**src/rtl/ram_80x8_pkg.sv**
```systemverilog
// Shared constants and types for the 80x8 dual-port FIFO storage RAM.
package ram_80x8_pkg;

  localparam int RAM_DEPTH = 80;
  localparam int RAM_WIDTH = 8;
  localparam int RAM_AW    = 7;

  typedef logic [RAM_AW-1:0]    ram_addr_t;
  typedef logic [RAM_WIDTH-1:0] ram_word_t;

endpackage : ram_80x8_pkg

```
**src/rtl/ram_80x8_wdec.sv**
```systemverilog
// Write-address decoder: address plus enable -> one-hot row enable, all-zero when out of range.
module ram_80x8_wdec
  import ram_80x8_pkg::*;
#(
  parameter int DEPTH = RAM_DEPTH,
  parameter int AW    = RAM_AW
) (
  input  logic             en,
  input  logic [AW-1:0]    addr,
  output logic [DEPTH-1:0] row_en
);

  // Rows exist only for 0..DEPTH-1, so addresses DEPTH..2**AW-1 match no row.
  always_comb begin
    // NOTE: default assignment first so the partially-assigned vector never infers a latch.
    row_en = '0;
    for (int i = 0; i < DEPTH; i++) begin
      row_en[i] = en && (addr == AW'(i));
    end
  end

endmodule : ram_80x8_wdec

```
**src/rtl/ram_80x8_dp.sv**
```systemverilog
// 80x8 RAM: synchronous write, combinational read, asynchronous clear on rst_n.
// Optional write-through bypass when RAM_80X8_DP_BYPASS_EN is defined.
module ram_80x8_dp
  import ram_80x8_pkg::*;
#(
  parameter int DEPTH = RAM_DEPTH,
  parameter int WIDTH = RAM_WIDTH,
  parameter int AW    = RAM_AW
) (
  input  logic             clk,
  input  logic             rst_n,
  input  logic             wrt_sig,
  input  logic [AW-1:0]    addr_w,
  input  logic [AW-1:0]    addr_r,
  input  logic [WIDTH-1:0] din_ram,
  output logic [WIDTH-1:0] dout_ram
);

  localparam logic [AW-1:0] LAST_ADDR = AW'(DEPTH - 1);

  logic [WIDTH-1:0] mem [DEPTH];
  logic [DEPTH-1:0] row_en;
  logic             rd_in_range;

  ram_80x8_wdec #(
    .DEPTH (DEPTH),
    .AW    (AW)
  ) u_wdec (
    .en     (wrt_sig),
    .addr   (addr_w),
    .row_en (row_en)
  );

  // NOTE: this array is cleared by reset because the FIFO relies on reading zeros after reset;
  // that forces flops instead of a RAM macro, which is acceptable at 80x8.
  always_ff @(posedge clk or negedge rst_n) begin
    if (!rst_n) begin
      for (int i = 0; i < DEPTH; i++) begin
        mem[i] <= '0;
      end
    end else begin
      for (int i = 0; i < DEPTH; i++) begin
        if (row_en[i]) begin
          mem[i] <= din_ram;
        end
      end
    end
  end

  assign rd_in_range = (addr_r <= LAST_ADDR);

  always_comb begin
    dout_ram = '0;
    if (rst_n && rd_in_range) begin
      dout_ram = mem[addr_r];
`ifdef RAM_80X8_DP_BYPASS_EN
      // Same-cycle write-through: the row being written is shown before the edge.
      if (wrt_sig && (addr_w == addr_r)) begin
        dout_ram = din_ram;
      end
`endif
    end
  end

endmodule : ram_80x8_dp

```
**config.mk**
```make
export PLATFORM = sky130hd
export DESIGN_NAME = ram_80x8_dp
export DESIGN_NICKNAME = d
export VERILOG_FILES = /design/src/rtl/ram_80x8_pkg.sv /design/src/rtl/ram_80x8_wdec.sv /design/src/rtl/ram_80x8_dp.sv
export SDC_FILE = /design/constraint.sdc
export NUM_CORES = 1
export LEC_CHECK = 0
export BUFFER_PORTS_ARGS = -buffer_cell sky130_fd_sc_hd__buf_2
export CORE_MARGIN = 3
export CORE_UTILIZATION = 48
export DETAILED_ROUTE_END_ITERATION = 10
export PLACE_DENSITY = 0.67
export SYNTH_ARGS = -nofsm -noshare
export SYNTH_HDL_FRONTEND = slang
export SYNTH_SLANG_ARGS = --single-unit
```
**constraint.sdc**
```tcl
create_clock -name clk -period 2.5 [get_ports clk]
set_input_delay 0.25 -clock clk [delete_from_list [all_inputs] [get_ports clk]]
set_output_delay 0.25 -clock clk [all_outputs]
set_load 0.05 [all_outputs]
```
==> results_dict.tcl <==
set metrics [dict create \
    cp-start-kind "flop" \
    coreArea_um2 60800 \
    yosysWarnings 0 \
    final_antenna_net_count 0 \
    wl_per_cell_um 25.9 \
    slew_headroom_pct 25.8 \
    synth_edf_count 0 \
    rr_worst_depth 2 \
    antenna_found_initial 5 \
    synth_top_area_share_pct 53.9 \
    critPathSlowestCell "or4b_4" \
    largest_reg_flops 640 \
    drv_slew 0 \
    async_flop_share_pct 100 \
    clk_latency_ps 590 \
    gp_congestion 0.898 \
    slowest_delay_ps 540 \
    start_util_pct 48.9 \
    worstSetupEndpointType "output pin" \
    portBuffers 32 \
    vias_per_cell 6.07 \
    violations "negative setup slack" \
    p_leak_nw 16.3 \
    synth.area.top_cells "dfrtp_1 54%, mux2_2 24%, mux4_2 10%" \
    htreeDepth 3 \
    clock_skew_ps 0 \
    drtPass1Iterations 5 \
    clk_path_buf_depth 3 \
    seq_area_frac_synth_pct 53.9 \
    arrival_ps 2780 \
    layout_setup_ws_ps -531 \
    layout-drive-gt1-share_pct 55.9 \
    area_delta_synth_final_pct 16.1 \
    yosys_register_bits 640 \
    clkSlewWorstSetupHoldPaths_ps 60 \
    crit_required_ps 2250 \
    critPathKind "reg2out" \
    mostFrequentLayoutCell "mux2_2" \
    grt_max_degree 180 \
    rsz0062_at_grt "true" \
    power.total_w 0.0247 \
    crit_start "mem[514]$_DFFE_PN0P_" \
    fp.dieW_um 255 \
    dpl.hpwl_mm 50.5 \
    largestRegisters "mem: 640 flops" \
    wirelength_mm 75.8 \
    rows 90 \
    grt_overflow_total 0 \
    cts_buffers 69 \
    synth_nets 1966 \
    synth.distinct_cells 59 \
    ctsRootBufferMaster "clkbuf_16" \
    syn_inst 1941 \
    path_cells "mux4_2 > a22oi_2 > a21oi_2 > nor2_4 > or4b_4 > buf_12" \
    synth_area_leader_cell "dfrtp_1" \
    path_buf_inv 1 \
    vias 17800 \
    crit_path_max_fanout 2 \
    final-hold-violation-count 0 \
    outcome "finished, violations left" \
    synth-main-ff-cell "dfrtp_1" \
    max_slew.worst_pin.slew_ps 1110 \
    r2r_end "mem[514]$_DFFE_PN0P_" \
    layout_common_cells "646 x mux2_2, 640 x dfrtp_1, 167 x buf_4" \
    synth_area_um2 29700 \
    globalRouteTotalUtil_pct 24.1 \
    setup_viol 8 \
    crit_family "simple AND/OR/NAND/NOR gates" \
    drtIter0Drc 1348 \
    post-place-ws_ps -653 \
    cap_violations 0 \
    dieHeight_um 255 \
    regToRegSetupSlack_ps 1620 \
    max_flop_register "mem" \
    dpl_cell_area_um2 31900 \
    nNetsFinal 2122 \
    cts_tree "done" \
    finalCritPeriodShare_pct 121 \
    grt_pass1_wl_mm 118 \
    timing.fmax_mhz 330 \
    ir_worst_vdd_v 0.000490 \
    r2r_start "mem[514]$_DFFE_PN0P_" \
    post-route-drc-count 0 \
    hold_path_class "in2async" \
    power_density_nw_per_um2 714 \
    grt_pass1_vias 19100 \
    clock_sinks 640 \
    io_pins 33 \
    postLayoutCellArea_um2 34500 \
    syn_avg_cell_area_um2 15.3 \
    antennaDiodeCount 0 \
    n_fill_cell 4810 \
    layout_min_cycle_time_ps 3030 \
    die_area_um2 65000 \
]
timing repair:
action                                 4_1_cts  5_1_grt
resized for setup                           56       20
setup buffers                                0        1
hold buffers                                 1        0
setup endpoints to repair                    8        8
endpoints found under the hold margin      149        0
cloned                                       1        0
pin swaps                                   25       19
how the worst max path moves through the flow:
stage                  end  slack (ps)  depth (start not counted)
2_1_floorplan  dout_ram[3]           4                          9
3_3_place_gp   dout_ram[4]        -660                          9
3_5_place_dp   dout_ram[2]        -650                          9
4_1_cts        dout_ram[1]        -610                          6
5_1_grt        dout_ram[2]        -610                          7
6_report       dout_ram[2]        -530                          6
layer usage:
metal,part of all wire (%),up-vias,global-route usage (%)
met5,0,-,0
met4,2.8,0,6.71
met3,4.5,126,3.61
met2,47,408,39.2
met1,45,9699,34.1
li1,-,7543,-
report_power, final:
group          leakage, nW  switching (W)  internal [W]
Sequential            8.71       0.000415        0.0112
Combinational         6.46        0.00125       0.00141
Clock                 1.12        0.00410       0.00628
Total                 16.3        0.00576        0.0189
area by class of cell:
class	instances	area, um^2	share of cell area, %
Timing Repair Buffer	226	2130	6.17
Inverter	5	18.8	0.0544
Clock inverter	21	322	0.932
Clock buffer	100	1960	5.69
Multi-Input combinational cell	1155	13100	37.9
Tap cell	782	978	2.83
Sequential cell	640	16000	46.4
Yosys cell counts (4+ instances only):
library cell	n
mux4_2	138
nor2_2	18
inv_1	5
nand2b_1	11
clkdlybuf4s50_2	8
o21ai_0	15
nor3_1	11
a22o_1	14
mux2_2	646
buf_6	6
a22oi_1	34
mux2i_1	55
dfrtp_1	640
bufbuf_16	6
nand2_2	4
nor2b_1	12
clkbuf_1	72
clkbuf_8	5
nand2_1	58
a21oi_1	17
nor2_1	50
buf_2	32
a211oi_1	7
and2_1	7
buf_4	11
o22ai_1	11
worst reg2reg max path, cell delays in order (launching register included):
cell     delay [ps]
dfrtp_1         380
buf_4           130
mux2_2          250
through the flow:
step | std cells | util [%] | hold slack (ps) | TNS (ps)
5_1_grt | 2929 | 56.8 | 118 | -3400
6_report | 2929 | 56.8 | 144 | -2980
3_5_place_dp | 2810 | 52.4 | 54.8 | -3930
3_3_place_gp | 2810 | 52.4 | 54.5 | -3860
4_1_cts | 2930 | 56.7 | 98.7 | -3230
2_1_floorplan | 1941 | - | -45.6 | 0
cells by family (layout without fill, tap and decap cells):
group,after synthesis,count (layout),synth area share (%)
buffers and inverters,146,352,3.22
AOI/OAI and AO/OA,119,119,2.78
DFF,640,640,53.9
and+or+nand+nor,197,197,3.37
muxes,839,839,36.8
Note: power is estimated with default switching activity, not from simulation.
